===== config.mk =====
export PLATFORM = sky130hd
export DESIGN_NAME = ws2812_stream_rx
export DESIGN_NICKNAME = d
export VERILOG_FILES = /design/src/rtl/ws2812_stream_rx.sv
export SDC_FILE = /design/constraint.sdc
export NUM_CORES = 1
export LEC_CHECK = 0
export CORE_MARGIN = 1
export CORE_UTILIZATION = 56
export DETAILED_ROUTE_END_ITERATION = 7
export GPL_TIMING_DRIVEN = 0
export PLACE_DENSITY = 0.91
export SLEW_MARGIN = 20
export SYNTH_ARGS = -nofsm -noshare
export SYNTH_HDL_FRONTEND = slang
export SYNTH_SLANG_ARGS = --single-unit

===== constraint.sdc =====
create_clock -name clk -period 2.8 [get_ports clk]
set_clock_uncertainty 0.15 [all_clocks]
set_input_delay 0.7 -clock clk [delete_from_list [all_inputs] [get_ports clk]]
set_output_delay 0.7 -clock clk [all_outputs]
set_load 0.1 [all_outputs]

===== src/rtl/ws2812_stream_rx.sv =====
// WS2812-style single-wire stream receiver: recovers GRB pixel words with
// their frame index, detects the frame reset gap and flags protocol errors.
// Optional build macro WS_RX_FRAME_MAP_EN adds a per-frame nonzero-pixel map.
module ws2812_stream_rx #(
    parameter int unsigned BIT_THRESH_CYC = 30,
    parameter int unsigned MIN_HIGH_CYC   = 5,
    parameter int unsigned MAX_HIGH_CYC   = 60,
    parameter int unsigned RESET_CYC      = 2500,
    parameter int unsigned NUM_PIXELS     = 192,
    parameter int unsigned IDX_W          = 8
) (
    input  logic              clk,
    input  logic              rst_n,
    input  logic              din,
    output logic [23:0]       pixel_data,
    output logic [IDX_W-1:0]  pixel_idx,
    output logic              pixel_valid,
    output logic              frame_done,
    output logic [IDX_W-1:0]  frame_len,
    output logic              err,
    output logic [1:0]        err_code
`ifdef WS_RX_FRAME_MAP_EN
    ,
    output logic [NUM_PIXELS-1:0] frame_map
`endif
);

    localparam int unsigned HCNT_W = $clog2(MAX_HIGH_CYC + 2);
    localparam int unsigned LCNT_W = $clog2(RESET_CYC + 1);

    localparam logic [HCNT_W-1:0] H_ONE = HCNT_W'(1);
    localparam logic [HCNT_W-1:0] H_THR = HCNT_W'(BIT_THRESH_CYC);
    localparam logic [HCNT_W-1:0] H_MIN = HCNT_W'(MIN_HIGH_CYC);
    localparam logic [HCNT_W-1:0] H_MAX = HCNT_W'(MAX_HIGH_CYC);
    localparam logic [LCNT_W-1:0] L_ONE = LCNT_W'(1);
    localparam logic [LCNT_W-1:0] L_RST = LCNT_W'(RESET_CYC);
    localparam logic [IDX_W-1:0]  P_ONE = IDX_W'(1);
    localparam logic [IDX_W-1:0]  P_MAX = IDX_W'(NUM_PIXELS);
    localparam logic [4:0]        LAST_BIT = 5'd23;

    typedef enum logic [1:0] {
        S_WAIT_RST,
        S_IDLE,
        S_HIGH,
        S_LOW
    } state_t;

    state_t             state_q, state_d;
    logic               din_m, din_s;
    logic [HCNT_W-1:0]  hcnt_q, hcnt_d;
    logic [LCNT_W-1:0]  lcnt_q, lcnt_d;
    logic [4:0]         bitcnt_q, bitcnt_d;
    logic [IDX_W-1:0]   pixcnt_q, pixcnt_d;
    logic [23:0]        sreg_q, sreg_d;
    logic               ovf_q, ovf_d;
    logic [23:0]        pixel_data_d;
    logic [IDX_W-1:0]   pixel_idx_d;
    logic               pixel_valid_d;
    logic               frame_done_d;
    logic [IDX_W-1:0]   frame_len_d;
    logic               err_d;
    logic [1:0]         err_code_d;
    logic               abort;
    logic               new_bit;
    logic [23:0]        new_word;
`ifdef WS_RX_FRAME_MAP_EN
    logic [NUM_PIXELS-1:0] shadow_q, shadow_d;
    logic [NUM_PIXELS-1:0] frame_map_d;
`endif

    // Two-flop synchronizer for the asynchronous serial input
    always_ff @(posedge clk or negedge rst_n) begin
        if (!rst_n) begin
            din_m <= 1'b0;
            din_s <= 1'b0;
        end else begin
            din_m <= din;
            din_s <= din_m;
        end
    end

    // State, counters and registered outputs
    always_ff @(posedge clk or negedge rst_n) begin
        if (!rst_n) begin
            state_q     <= S_WAIT_RST;
            hcnt_q      <= '0;
            lcnt_q      <= '0;
            bitcnt_q    <= '0;
            pixcnt_q    <= '0;
            sreg_q      <= '0;
            ovf_q       <= 1'b0;
            pixel_data  <= '0;
            pixel_idx   <= '0;
            pixel_valid <= 1'b0;
            frame_done  <= 1'b0;
            frame_len   <= '0;
            err         <= 1'b0;
            err_code    <= '0;
`ifdef WS_RX_FRAME_MAP_EN
            shadow_q    <= '0;
            frame_map   <= '0;
`endif
        end else begin
            state_q     <= state_d;
            hcnt_q      <= hcnt_d;
            lcnt_q      <= lcnt_d;
            bitcnt_q    <= bitcnt_d;
            pixcnt_q    <= pixcnt_d;
            sreg_q      <= sreg_d;
            ovf_q       <= ovf_d;
            pixel_data  <= pixel_data_d;
            pixel_idx   <= pixel_idx_d;
            pixel_valid <= pixel_valid_d;
            frame_done  <= frame_done_d;
            frame_len   <= frame_len_d;
            err         <= err_d;
            err_code    <= err_code_d;
`ifdef WS_RX_FRAME_MAP_EN
            shadow_q    <= shadow_d;
            frame_map   <= frame_map_d;
`endif
        end
    end

    // Next-state, pulse measurement, bit/pixel assembly and frame bookkeeping
    always_comb begin
        state_d       = state_q;
        hcnt_d        = hcnt_q;
        lcnt_d        = lcnt_q;
        bitcnt_d      = bitcnt_q;
        pixcnt_d      = pixcnt_q;
        sreg_d        = sreg_q;
        ovf_d         = ovf_q;
        pixel_data_d  = pixel_data;
        pixel_idx_d   = pixel_idx;
        pixel_valid_d = 1'b0;
        frame_done_d  = 1'b0;
        frame_len_d   = frame_len;
        err_d         = 1'b0;
        err_code_d    = err_code;
        abort         = 1'b0;
        new_bit       = (hcnt_q >= H_THR);
        new_word      = {sreg_q[22:0], new_bit};
`ifdef WS_RX_FRAME_MAP_EN
        shadow_d      = shadow_q;
        frame_map_d   = frame_map;
`endif

        case (state_q)
            S_WAIT_RST: begin
                if (din_s) begin
                    lcnt_d = '0;
                end else if (lcnt_q == L_RST) begin
                    state_d = S_IDLE;
                    lcnt_d  = '0;
                end else begin
                    lcnt_d = lcnt_q + L_ONE;
                end
            end
            S_IDLE: begin
                if (din_s) begin
                    state_d = S_HIGH;
                    hcnt_d  = H_ONE;
                end
            end
            S_HIGH: begin
                if (hcnt_q > H_MAX) begin
                    err_d      = 1'b1;
                    err_code_d = 2'd1;
                    abort      = 1'b1;
                end else if (!din_s) begin
                    if (hcnt_q < H_MIN) begin
                        err_d      = 1'b1;
                        err_code_d = 2'd0;
                        abort      = 1'b1;
                    end else begin
                        state_d = S_LOW;
                        lcnt_d  = L_ONE;
                        sreg_d  = new_word;
                        if (bitcnt_q == LAST_BIT) begin
                            bitcnt_d = '0;
                            if (pixcnt_q < P_MAX) begin
                                pixel_data_d  = new_word;
                                pixel_idx_d   = pixcnt_q;
                                pixel_valid_d = 1'b1;
                                pixcnt_d      = pixcnt_q + P_ONE;
`ifdef WS_RX_FRAME_MAP_EN
                                shadow_d[pixcnt_q] = |new_word;
`endif
                            end else if (!ovf_q) begin
                                // Extra pixels are dropped; report only the first per frame
                                err_d      = 1'b1;
                                err_code_d = 2'd3;
                                ovf_d      = 1'b1;
                            end
                        end else begin
                            bitcnt_d = bitcnt_q + 5'd1;
                        end
                    end
                end else begin
                    hcnt_d = hcnt_q + H_ONE;
                end
            end
            S_LOW: begin
                if (din_s) begin
                    state_d = S_HIGH;
                    hcnt_d  = H_ONE;
                end else if (lcnt_q == L_RST) begin
                    // Frame end: judge the frame on pre-clear counts
                    if (bitcnt_q != 5'd0) begin
                        err_d      = 1'b1;
                        err_code_d = 2'd2;
                    end
                    if (pixcnt_q != '0) begin
                        frame_done_d = 1'b1;
                        frame_len_d  = pixcnt_q;
`ifdef WS_RX_FRAME_MAP_EN
                        frame_map_d  = shadow_q;
`endif
                    end
                    state_d  = S_IDLE;
                    lcnt_d   = '0;
                    bitcnt_d = '0;
                    pixcnt_d = '0;
                    sreg_d   = '0;
                    ovf_d    = 1'b0;
`ifdef WS_RX_FRAME_MAP_EN
                    shadow_d = '0;
`endif
                end else begin
                    lcnt_d = lcnt_q + L_ONE;
                end
            end
            default: begin
                state_d = S_WAIT_RST;
            end
        endcase

        // Any pulse violation throws away the rest of the frame
        if (abort) begin
            state_d  = S_WAIT_RST;
            lcnt_d   = '0;
            bitcnt_d = '0;
            pixcnt_d = '0;
            sreg_d   = '0;
            ovf_d    = 1'b0;
`ifdef WS_RX_FRAME_MAP_EN
            shadow_d = '0;
`endif
        end
    end

endmodule

Yosys cells after proc, flatten, opt, wreduce, memory -nomap -nowiden
Index checks and enable logic that the tools add are counted.
{"block": "op_classes", "mux": 88, "reduce_logical": 17, "addsub": 4, "bitwise_logic": 3, "n_eq_ne": 25, "n_lt_le_gt_ge": 4}
{"op": "23-bit 2-to-1 mux", "n": 6}
{"op": "12-bit 2-to-1 mux", "n": 7}
{"op": "8-bit 2-to-1 mux", "n": 8}
{"op": "23-bit case mux with 2 select lines", "n": 1}
{"op": "12-bit case mux with 3 select lines", "n": 1}
{"op": "5-bit 2-to-1 mux", "n": 7}
{"op": "2-bit 2-to-1 mux", "n": 17}
{"op": "3-bit != test, second input constant", "n": 11}
{"op": "1-bit 2-to-1 mux", "n": 31}
{"op": "8-bit AND reduction", "n": 3}
{"op": "6-bit 2-to-1 mux", "n": 3}
{"op": "8-bit case mux with 2 select lines", "n": 1}
{"op": "12-bit by 1-bit adder with 12-bit output, second input constant", "n": 1}
{"op": "12-bit == test, second input constant", "n": 1}
{"op": "4-bit != test, second input constant", "n": 3}
{"op": "6-bit case mux with 2 select lines", "n": 1}
{"op": "6-bit AND reduction", "n": 2}
{"op": "2-bit != test, second input constant", "n": 5}
{"op": "5-bit case mux with 2 select lines", "n": 1}
{"op": "5-bit AND reduction", "n": 2}
{"op": "8-bit by 1-bit adder with 8-bit output, second input constant", "n": 1}
{"op": "8-bit less-than comparator, second input constant", "n": 1}
{"op": "2-bit case mux with 4 select lines", "n": 1}
{"op": "4-bit AND reduction", "n": 2}
{"op": "19 further kinds", "n": 24}
{"block": "word_totals", "inputBits": 3, "register_bits": 104}

Logic depth before layout (Yosys ltp)
Gate-level depths: netlist of run 1.
{"block": "logic_depth", "ltp_word": 8, "mapped_depth": 9, "mapped_depth_nobuf": 7}

Worst setup path before layout of run 1
No wires, ideal clock.
{"block": "synth_timing", "path_type": "register to register", "startpoint": "reg hcnt_q[0]", "endpoint": "reg pixel_data[18]", "path_slack_ns": 0.445, "setup_time_ns": 0.125, "path_buffers": 2, "synth_period_minus_slack_ns": 2.355, "stages_incl_launch_ff": 9, "t_arrival_ns": 2.080, "path_cell_list": "dfrtp_1 -> inv_1 -> ha_1 -> nor2b_1 -> o22ai_1 -> nor4_1 -> buf_2 -> buf_2 -> mux2_2"}
{"block": "synth_between", "elab_chain_len": 3, "word_cells_on_any_way": 5, "cone_classes": "order compare: 2; bitwise: 2; reduce/logical: 1"}
{"item": "start, declared", "line_no": "50", "source": "logic [HCNT_W-1:0] hcnt_q, hcnt_d;"}
{"item": "start signal, assigned", "line_no": "105", "source": "hcnt_q <= hcnt_d;"}
{"item": "6-bit by 3-bit less-than comparator with 1-bit output or 6-bit greater-than comparator (tied branches)", "line_no": "172, 167"}
{"item": "1-bit inverter (no source line)"}
{"item": "6-bit AND reduction (no source line) *"}
{"item": "end signal, assigned", "line_no": "111", "source": "pixel_data <= pixel_data_d;"}
{"item": "end, declared", "line_no": "15", "source": "output logic [23:0] pixel_data,"}
Mark *: on every way between the ends. The rest lies on a longest branch, timed or not.
A chain may end at the register's enable or synchronous reset.

Final worst setup path of run 1
{"block": "layout_timing", "startpoint": "reg pixel_data[15]", "endpoint": "out pixel_data[15]"}
No word-level cell between the ends.

==> results.cfg, run 1 <==
[power_and_ir_drop]
ir_drop_mv = 0.358
power_frac_comb = 0.042
p_leak_nw = 2.60
p_sw_mw = 0.640
swShare = 0.249
pwr-share-seq = 0.602
powerDensity_nw_per_um2 = 468
intPower_mw = 1.93
p_clk_frac = 0.356

[synth]
synthArstFlopShare = 1.00
synth.most_common_cell = dfrtp_1
synth.area.top_cells = dfrtp_1 56%, mux2_2 9.5%, a22o_1 4.7%, ha_1 2.4%, a21oi_1 1.9%
synth_top_area_share = 0.561
synthTopCellsByCount = 104 x dfrtp_1, 39 x mux2_2, 25 x a22o_1, 20 x nor2_1
synth.distinct_cells = 64
synth.avg_cell_area_um2 = 12.1
yosys_warnings = 0
synth_area_leader_cell = dfrtp_1
synthesis.area_um2 = 4640
synth_sequential_area_ratio = 0.561
synth_nets = 395
ys.flop_type = dfrtp_1
synth-edff-count = 0
synth-seq-cells = 104
synth_cells = 383

[place]
place_congestion = 0.892
detailed_place_hpwl_um = 6460
dp_cells = 533
port-buffer-count = 47

[timing]
hold_violations = 0
worst_pin_slew_ns = 0.987
fin_crit_sh = 0.982
maxSlewHeadroom = 0.340
finalSetupViolations = 0
rsz0062_at_grt = no
max_clock_freq_mhz = 364
holdWs_ns = 0.0346
min_period_ns = 2.75
slew_viol_final = 0

[die]
row_count = 32
die_x_um = 93.0
die_area_um2 = 8650
ios = 48
die_h_um = 93.0
design.core.area_um2 = 7850
initial_core_util = 0.591

[clock_tree]
clock_sinks = 104
cts_tree = yes
clockBufferDepth = 2
clk_pin_slew_ns = 0.10
cts_buffers = 9
clk_latency_ns = 0.37
htree_levels = 3
clockRootBuffer = clkbuf_8

[critical_path]
crit_family = buffers and inverters
path_buf_inv = 1
endpoint_kind = output port
path_max_fanout = 2
cp-startpoint = pixel_data[15]
cp-start-kind = flop
crit_required_ns = 1.95
r2r-start = hcnt_q[2]
crit_chain = clkdlybuf4s50_1
slowest_stage = clkdlybuf4s50_1
slowest_delay_ns = 1.15
arrival_ns = 1.90
worstSetupPathType = flop to output port

[flow_run]
cap_violations = 0

[cells_and_area]
diodes = 0
final_cells = 551
fin_nets = 456
syn2layout_area_growth_pct = 18.5
drive_above_1_share = 0.192

[drt]
via_count = 3302
firstDrtPassIters = 4
drcViolationCount = 0
ant_nets = 0
routed_wl_um = 9340
route.detailed.wl_per_inst_um = 17.0
viasPerCell = 5.99
drt_iter0_drc = 274

[global_routing]
antenna_found_initial = 0
grt_pass1_wl_um = 15600
grt_use_total = 0.236
grt_max_degree = 76
overflow = 0
grt_pass1_vias = 3198

[run_status]
outcome = finished clean

[hold_path]
worstHoldPathType = primary input to async pin
-- cells in the final DEF, fill, tap and decap left out, drive strengths merged, types with 2 or more instances in the layout --
cell,n
a21oi,18
a22o,26
a2bb2oi,2
a31oi,3
and2,2
and3,9
buf,9
clkbuf,21
clkdlybuf4s50,44
dfrtp,104
dlymetal6s2s,2
ha,9
inv,24
mux2,39
mux2i,2
nand2,19
nand2b,4
nand3,13
nand4,3
nor2,20
nor3,5
nor4,2
o21a,2
o21ai,15
o22ai,2
o31ai,6
o41ai,2
or3,6
or4,3
or4b,2
xnor2,3
xor2,6
-- path summary, 6_finish.rpt --
path | end | slack, ns | depth (start not counted)
min in group clk | din_s | 0.21 | 0
worst max register to register | lcnt_q[3] | 0.14 | 6
worst max-delay path | pixel_data[15] | 0.05 | 1
worst min register to register | din_s | 0.21 | 0
max in group asynchronous | bitcnt_q[3] | 1.83 | 2
worst min-delay path | lcnt_q[11] | 0.03 | 1
-- state kept, by name, summed over array words and instances (netlist names) --
register     count
frame_len        8
pixcnt_q         8
frame_done       1
state_q          2
din_s            1
pixel_data      24
lcnt_q          12
pixel_valid      1
ovf_q            1
sreg_q          23
hcnt_q           6
bitcnt_q         5
err_code         2
pixel_idx        8
din_m            1
err              1
-- metal layers --
| metal | share of wire | GRT usage |
|---|---|---|
| met5 | 0 | 0 |
| met2 | 0.50 | 0.371 |
| met4 | 0.022 | 0.113 |
| met3 | 0.049 | 0.0276 |
| met1 | 0.43 | 0.328 |
-- logic make-up after synthesis --
kind of cell	Yosys count	synth area share
compound gates	88	0.141
xor+xnor	9	0.0170
fa+ha+maj	9	0.0243
buf+inv	36	0.0397
flops	104	0.561
mux	41	0.0990
simple gates	96	0.118
-- through the flow --
stage / utilization / instance area, µm² / setup TNS, ns / total power, mW / setup WS, ns
2_1_floorplan: - / 4640 / 0 / 1.63 / 0.445
6_report: 0.700 / 5500 / 0 / 2.57 / 0.0515
3_5_place_dp: 0.671 / 5260 / -0.361 / 1.69 / -0.0449
5_1_grt: 0.700 / 5500 / 0 / 2.67 / 0.0101
4_1_cts: 0.696 / 5460 / 0 / 2.59 / 0.0125
3_3_place_gp: 0.667 / 5240 / -294.04 / 1.67 / -2.83
-- power groups by stage --
| stage | registers (mW) | logic (mW) | clock network, mW |
|---|---|---|---|
| 2_1_floorplan | 1.57 | 0.0598 | 0 |
| 3_3_place_gp | 1.57 | 0.0988 | 0 |
| 3_5_place_dp | 1.58 | 0.111 | 0 |
| 4_1_cts | 1.55 | 0.112 | 0.925 |
| 5_1_grt | 1.55 | 0.130 | 0.987 |
| 6_report | 1.55 | 0.108 | 0.915 |
-- worst register-to-register path: stages, from the launching register on --
cell      delay (ns)
dfrtp_1         0.46
nand3_2         0.19
o31ai_2         0.43
clkbuf_1        0.45
nand2_1         0.19
nor2_1          0.54
nor2_1          0.13
-- area by class of cell --
class / instances / area, µm²
sequential: 104 / 2600
fill: 546 / 2350
multi-input combinational: 243 / 1860
timing repair buffer: 50 / 519
clock buffer: 10 / 138
tap: 102 / 128
buffer: 17 / 118
inverter: 19 / 71.3
clock inverter: 6 / 56.3
-- timing repair --
action,in CTS,in global routing
setup buffers,0,2
hold buffers,0,0
pin swaps,0,1
setup endpoints to repair,10,40
gates resized for setup,1,6
No activity file was read; power rests on OpenSTA's default activity.
==> inputs of run 2 (changes only) <==
CTS_CLUSTER_DIAMETER = 80   (was default)
==> results of run 2 <==
Final layout, timing and power as in run 1 (identical DEF).
